`config.mk`:
```
export PLATFORM = sky130hd
export DESIGN_NAME = shift_arb
export DESIGN_NICKNAME = d
export VERILOG_FILES = /design/src/rtl/shift_arb.sv
export SDC_FILE = /design/constraint.sdc
export NUM_CORES = 1
export LEC_CHECK = 0
export ABC_AREA = 0
export CELL_PAD_IN_SITES_DETAIL_PLACEMENT = 1
export CELL_PAD_IN_SITES_GLOBAL_PLACEMENT = 2
export CORE_ASPECT_RATIO = 0.9
export CORE_MARGIN = 2
export CORE_UTILIZATION = 27
export DETAILED_ROUTE_END_ITERATION = 8
export PLACE_DENSITY_LB_ADDON = 0.1
export REMOVE_ABC_BUFFERS = 1
export SETUP_SLACK_MARGIN = 0.5
export SLEW_MARGIN = 20
export SYNTH_ARGS = -nofsm -noshare
export SYNTH_HDL_FRONTEND = slang
export SYNTH_SLANG_ARGS = --single-unit
```
`constraint.sdc`:
```
create_clock -name clk -period 3 [get_ports clk]
set_clock_uncertainty 0.15 [all_clocks]
set_input_delay 0.3 -clock clk [delete_from_list [all_inputs] [get_ports clk]]
set_output_delay 0.3 -clock clk [all_outputs]
set_load 0.005 [all_outputs]
```
`src/rtl/shift_arb.sv`:
```
// shift_arb: two-requester round-robin arbiter that feeds a single-entry
// result register with a signed-amount barrel shift of the winning operand.
//
// Configuration macro: SHIFT_ARB_ARITH_EN
//   defined   -> right shifts fill with A[WIDTH-1] (arithmetic)
//   undefined -> right shifts fill with 0 (logical)
//
// Ports:
//   clk         rising-edge clock
//   rst_n       synchronous active-low reset
//   req0_valid  requester 0 operation pending
//   req0_ready  requester 0 accepted this cycle (with req0_valid)
//   req0_a      requester 0 operand [WIDTH]
//   req0_b      requester 0 signed shift amount [SHW]
//   req1_*      same as req0_* for requester 1
//   out_valid   result register holds a valid result
//   out_ready   consumer takes the result
//   out_y       shift result [WIDTH]
//   out_id      requester that owns out_y
//   done_cnt    completed output handshakes, wraps at 256
module shift_arb #(
  parameter int WIDTH = 8,
  parameter int SHW   = 3
) (
  input  logic             clk,
  input  logic             rst_n,
  input  logic             req0_valid,
  output logic             req0_ready,
  input  logic [WIDTH-1:0] req0_a,
  input  logic [SHW-1:0]   req0_b,
  input  logic             req1_valid,
  output logic             req1_ready,
  input  logic [WIDTH-1:0] req1_a,
  input  logic [SHW-1:0]   req1_b,
  output logic             out_valid,
  input  logic             out_ready,
  output logic [WIDTH-1:0] out_y,
  output logic             out_id,
  output logic [7:0]       done_cnt
);

  typedef enum logic {IDLE, HOLD} state_t;

  state_t           r_state;
  state_t           w_state_nxt;
  logic             r_ptr;
  logic [WIDTH-1:0] r_y;
  logic             r_id;
  logic [7:0]       r_done;

  logic             w_gnt0;
  logic             w_gnt1;
  logic             w_acc;
  logic [WIDTH-1:0] w_sel_a;
  logic [SHW-1:0]   w_sel_b;

  // Signed shift: non-negative B shifts left (zero fill), negative B shifts
  // right by |B|. The magnitude is one bit wider than B so the most negative
  // amount still negates correctly.
  function automatic logic [WIDTH-1:0] f_shift(input logic [WIDTH-1:0] a,
                                               input logic [SHW-1:0]   b);
    logic [SHW:0]     mag;
    logic             fill;
    logic [WIDTH-1:0] mask;
    logic [WIDTH-1:0] res;
`ifdef SHIFT_ARB_ARITH_EN
    fill = a[WIDTH-1];
`else
    fill = 1'b0;
`endif
    if (b[SHW-1]) mag = (~{1'b1, b}) + (SHW+1)'(1);
    else          mag = {1'b0, b};
    mask = '1;
    if (b[SHW-1]) begin
      if (int'(mag) >= WIDTH) begin
        res = {WIDTH{fill}};
      end else begin
        mask = mask >> mag;
        res  = (a >> mag) | (~mask & {WIDTH{fill}});
      end
    end else begin
      if (int'(mag) >= WIDTH) res = '0;
      else                    res = a << mag;
    end
    return res;
  endfunction

  // Grants are only offered in IDLE and are held off while reset is asserted,
  // so a request coinciding with reset is never accepted.
  always_comb begin
    w_state_nxt = r_state;
    w_gnt0      = 1'b0;
    w_gnt1      = 1'b0;
    case (r_state)
      IDLE: begin
        if (rst_n) begin
          w_gnt0 = req0_valid & (~req1_valid | ~r_ptr);
          w_gnt1 = req1_valid & (~req0_valid |  r_ptr);
          if (w_gnt0 | w_gnt1) w_state_nxt = HOLD;
        end
      end
      HOLD: begin
        if (out_ready) w_state_nxt = IDLE;
      end
      default: w_state_nxt = IDLE;
    endcase
  end

  assign w_acc   = w_gnt0 | w_gnt1;
  assign w_sel_a = w_gnt1 ? req1_a : req0_a;
  assign w_sel_b = w_gnt1 ? req1_b : req0_b;

  always_ff @(posedge clk) begin
    if (!rst_n) r_state <= IDLE;
    else        r_state <= w_state_nxt;
  end

  always_ff @(posedge clk) begin
    if (!rst_n) begin
      r_ptr  <= 1'b0;
      r_y    <= '0;
      r_id   <= 1'b0;
      r_done <= '0;
    end else begin
      if (w_acc) begin
        r_y   <= f_shift(w_sel_a, w_sel_b);
        r_id  <= w_gnt1;
        r_ptr <= ~w_gnt1;
      end
      if (r_state == HOLD && out_ready) r_done <= r_done + 8'd1;
    end
  end

  assign req0_ready = w_gnt0;
  assign req1_ready = w_gnt1;
  assign out_valid  = (r_state == HOLD);
  assign out_y      = r_y;
  assign out_id     = r_id;
  assign done_cnt   = r_done;

endmodule

```
======== Word-level counts from Yosys, hierarchy flattened ========
Cells that the tools add are included.
storage, ports and cells
  input bits .............................. 27
  memories kept ........................... 0
  bits in latches ......................... 0
  output and inout bits ................... 20
  memory bits (writable) .................. 0
  ROM bits ................................ 0
  word-level logic and storage cells ...... 38
  register bits after elaboration ......... 19
operators by class
  $lt $le $gt $ge ......................... 1
  eq/ne operators ......................... 0
  div/mod/pow operators ................... 0
  multiplexer cells ....................... 15
  shift-type cells ........................ 2
  reduce and logical (&&, ||, !) cells .... 1
  $add $sub $neg .......................... 2
  bitwise operators ....................... 12
  multiply operators ...................... 0
operators by type and width
  operator             number
  $mux 8               4
  $mux 4               3
  $add 8x1->8 const B  1
  $shl 8x4->8          1
  $shr 8x4->8          1
  $mux 1               6
  $not 1->1            5
  $add 4x1->4 const B  1
  $ge 4x4->1 const B   1
  $not 4->4            1
  $or 1x1->1           4
  $mux 3               1
  $and 1x1->1          2
  $pmux 1 s2           1
  $logic_and 1x1->1    1

======== Longest topological paths before layout ========
  depth in word-level cells ............... 14
  gate-level depth with buffers ........... 13
  mapped depth without buffers ............ 11

======== Worst setup path before layout ========
No wires, ideal clock.
  kind .................................... register -> register
  start point ............................. register r_state, in the netlist out_valid
  end point ............................... register r_y[2], in the netlist out_y[2]
  period minus slack after synthesis ...... 2.464 ns
  buffers on the path ..................... 2
  library setup time ...................... 0.135 ns
  stages on the path, launching flop included .. 14
  data required time ...................... 2.715 ns
  slack ................................... 0.536 ns
  data arrival time ....................... 2.179 ns
  path through ............................ dfxtp_1 and3b_2 nand2_2 buf_4 nor2_1 a21oi_1 ha_1 nand2_1 a211oi_2 or2_1 buf_6 nor3_1 o31ai_1 a31oi_1
on the way
  longest elaborated chain between the ends .. 10
  elaborated cells on any way between the ends .. 16
  those cells by class .................... add/sub (1); order compare (1); shift (2); mux (10); bitwise (2)
RTL lines
  element                              line    RTL
  start, declared                      44      state_t r_state;
  start signal, assigned               115     else r_state <= w_state_nxt;
  $mux 1                               94      case (r_state)
  $mux 3                               111     assign w_sel_b = w_gnt1 ? req1_b : req0_b;
  $not 4->4                            71      if (b[SHW-1]) mag = (~{1'b1, b}) + (SHW+1)'(1);
  $add 4x1->4                          71
  $mux 4                               71
  $mux 4                               125     if (w_acc) begin
  $mux 4                               119     if (!rst_n) begin
  $shl 8x4->8 (tied with other cells)  83      else res = a << mag;
  $mux 8, on equally long branches     82, 75
  $mux 8                               74      if (b[SHW-1]) begin
  end signal, assigned                 126     r_y <= f_shift(w_sel_a, w_sel_b);
  end, declared                        47      logic [WIDTH-1:0] r_y;
Parallel ways exist; a longest one is shown, timed or not. The select of a mux whose other input is x is not followed.
A chain may end at the register's enable or synchronous reset.

======== Final worst setup path ========
  start point ............................. register r_ptr
  end point ............................... register r_y[5], in the netlist out_y[5]
on the way
  longest elaborated chain between the ends .. 13
  elaborated cells on any way between the ends .. 23
  those cells by class .................... add/sub (1); order compare (1); shift (2); mux (12); bitwise (7)
RTL lines
  element                              line    RTL
  start, declared                      46      logic r_ptr;
  start signal, assigned               128     r_ptr <= ~w_gnt1;
  $or 1x1->1                           98      w_gnt1 = req1_valid & (~req0_valid | r_ptr);
  $and 1x1->1                          98
  $mux 1                               96      if (rst_n) begin
  $mux 1                               94
  $mux 3                               111
  $not 4->4                            71
  $add 4x1->4                          71
  $mux 4                               71
  $mux 4                               125
  $mux 4                               119
  $shl 8x4->8 (tied with other cells)  83
  $mux 8, on equally long branches     82, 75
  $mux 8                               74
Parallel ways exist; a longest one is shown, timed or not. The select of a mux whose other input is x is not followed.

==> flow_summary_export.csv <==
group,metric,value,unit
routing,drcViolationCount,0,
power_and_ir_drop,leakage,0.944,nW
global_routing,grt_pass1_wl,9350,um
cells_and_area,utilization,39.6,%
synth,async_flop_share,0,%
cells_and_area,antenna_cells,0,
synth,ys_warn_count,0,
synth,yosysTopAreaCell,"dfxtp_1",
sta,fin_crit,2.42,ns
synth,postSynthCellCount,215,
routing,wl_per_cell,16.7,um
power_and_ir_drop,finalPower,0.768,mW
floorplanning,fp.coreArea,6080,sq um
placement,post-dp-hpwl,4640,um
placement,place_congestion,0.808,
power_and_ir_drop,irDropWorstVdd,0.147,mV
flow_run,drv_cap,0,
setup_path,required,3.03,ns
global_routing,grt_use_total,17.6,%
sta,relSlewSlack,54.7,%
clock_tree,clockBufferDepth,2,
cells_and_area,nNetsFinal,302,
routing,postRouteAntennaNets,0,
sta,finalMaxSlewViolations,0,
setup_path,cp-end-kind,"flip-flop",
clock_tree,clock_sinks,19,
clock_tree,htreeDepth,1,
synth,synth.area.top_cells,"dfxtp_1 (23%), mux2i_1 (11%), o21ai_0 (8.6%), mux2_2 (6.0%), nand2_1 (4.7%)",
clock_tree,cts_tree,"done",
sta,final.setup.tns,0,ns
routing,first_pass_iters,6,
synth,ys_seq_area_share,22.6,%
sta,min_period_over_period,80.8,%
placement,io_buffers,46,
cells_and_area,postLayoutCellArea,2410,sq um
clock_tree,cts_root_buf,"clkbuf_8",
global_routing,antenna_found_initial,0,
floorplanning,start_util,27.6,%
routing,drt_iter0_markers,53,
sta,worst_pin_slew,0.672,ns
synth,synth_edf_count,0,
synth,netlist_area,1680,sq um
clock_tree,clkSlewWorstSetupHoldPaths,0.08,ns
routing,vias_per_cell,5.19,
sta,rsz0062_at_grt,"yes",
global_routing,grt_max_degree,23,
sta,fmax,413,MHz
setup_path,crit_fanout,5,
cells_and_area,drive_above_1_share,19.5,%
setup_path,crit_arrival,2.46,ns
global_routing,grt_pass1_vias,1721,
clock_tree,clk_latency,0.26,ns
floorplanning,ios,47,
synth,synth_cell_type_count,47,
setup_path,crit_type,"reg -> reg",
hold_path,worstHoldPathType,"reg -> reg",
cells_and_area,area_delta_synth_final,43.3,%
routing,routed_wl,5750,um
floorplanning,die_width,87.2,um
floorplanning,die_area,6870,sq um
status,outcome,"finished, final reports clean",
power_and_ir_drop,power_density,319,nW/um^2
synth,synth_top_area_share,22.6,%
synth,avgSynthCellArea,7.82,sq um
routing,vias,1787,
sta,setup_viol,0,
synth,ys_ff_latch,19,
global_routing,overflow,0,
placement,dpl-instance-area,2280,sq um
floorplanning,die_h,78.8,um
synth,synth_flop_cell,"dfxtp_1",
sta,hold_violations,0,
floorplanning,rows,27,
clock_tree,numCtsBuffers,3,
setup_path,cp-start-kind,"flip-flop",
==> area by class of cell <==
class | instances | area, sq um
repair buffers | 66 | 607
flip-flops and latches | 19 | 385
clock buffers | 3 | 41.3
inverters | 4 | 15.0
fillers | 731 | 3670
clock inverters | 1 | 5.00
multi-input cells | 179 | 1260
well taps | 72 | 90.1
==> sequential cells by signal (all words and copies together) (netlist names) <==
name and flops:
out_y 8, out_valid 1, done_cnt 8, out_id 1, r_ptr 1
==> Yosys cell counts (2+ instances only) <==
master	count
mux2i_1	19
ha_1	2
a31oi_1	8
a211oi_1	5
o211ai_1	3
o31ai_1	2
nor3_1	2
nand3b_1	4
nand3_1	7
and2_1	8
buf_2	5
inv_1	3
nor2b_1	3
mux2_2	9
and2b_1	4
a22oi_1	5
a21oi_1	5
nand4_1	3
clkbuf_1	6
dfxtp_1	19
xnor2_1	6
and3_1	2
nor2_1	11
nand2b_1	3
nand2_1	21
o21ai_0	29
==> kinds of logic (layout without fill, tap and decap cells) <==
kind of cell	Yosys count	in the layout	synth area share [%]
AOI/OAI and AO/OA	68	68	26.4
xor gates and xnor gates	7	7	3.65
adders and majority gates	2	2	1.49
buffers and inverters	17	74	4.84
DFF	19	19	22.6
muxes	28	28	17.3
and+or+nand+nor	74	74	23.6
==> path summary, 6_finish.rpt <==
| kind | start | slack, ns | cells after the start | to |
|---|---|---|---|---|
| max reg2reg | r_ptr | 0.58 | 11 | out_y[5] |
| min reg2reg | out_y[6] | 0.32 | 2 | out_y[6] |
| min | out_y[6] | 0.32 | 2 | out_y[6] |
| max | r_ptr | 0.58 | 11 | out_y[5] |
==> cell usage in the layout, fill, tap and decap left out, types with 2 or more instances in the layout <==
master and n:
buf_4 20, nand2b_1 3, nand4_1 3, mux2i_1 17
dlygate4sd2_1 3, and3_1 2, a211oi_2 3, xnor2_1 6
nand3_1 7, dfxtp_1 17, ha_1 2, a211oi_1 3
nand3b_1 4, a21oi_1 5, mux2_2 9, and2b_1 4
nor3_1 2, o211ai_1 3, and2_1 8, nand2_1 21
clkdlybuf4s50_1 43, inv_1 3, a31oi_1 8, nor2_1 10
a22oi_1 5, nor2b_1 3, clkbuf_8 3, o21ai_0 29
mux2i_2 2
==> metrics by stage <==
stage / worst slack [ns] / hold WS [ns] / std cells
final: 0.577 / 0.323 / 344
after global routing: 0.440 / 0.357 / 344
after CTS: 0.509 / 0.330 / 340
after detailed placement: 0.0359 / 0.319 / 335
after global placement: 0.0850 / 0.313 / 335
after floorplan: 0.579 / 0.272 / 202
==> layer usage <==
metal  vias to the layer above  global-route usage, %  wire [um]
met5                         -                      0          0
met4                         0                   3.69         48
met3                         4                   3.12        195
met2                        31                   27.1       2530
met1                       844                   25.7       2980
li1                        908                      -          -
==> critical path, cell delays in order (launching register included) <==
cell      delay [ns]
dfxtp_2         0.33
or2b_4          0.26
nand2_4         0.09
mux2i_1         0.20
ha_1            0.27
nand2_1         0.09
a211oi_2        0.08
buf_4           0.14
nor2_4          0.16
mux2i_2         0.29
nand2_1         0.09
a31oi_1         0.18
==> what timing repair did <==
item                                    in CTS  in global routing
buffers inserted                             1                  4
endpoints found under the setup margin       9                  8
cloned                                       0                  0
hold buffers                                 0                  0
resized for setup                           10                  6
pin swaps                                    9                  9
==> where the power goes <==
group	switching (mW)	internal, mW	total, mW
sequential	0.00922	0.267	0.276
clock	0.0917	0.0926	0.184
combinational	0.153	0.155	0.308
(Power assumes the default switching activity.)
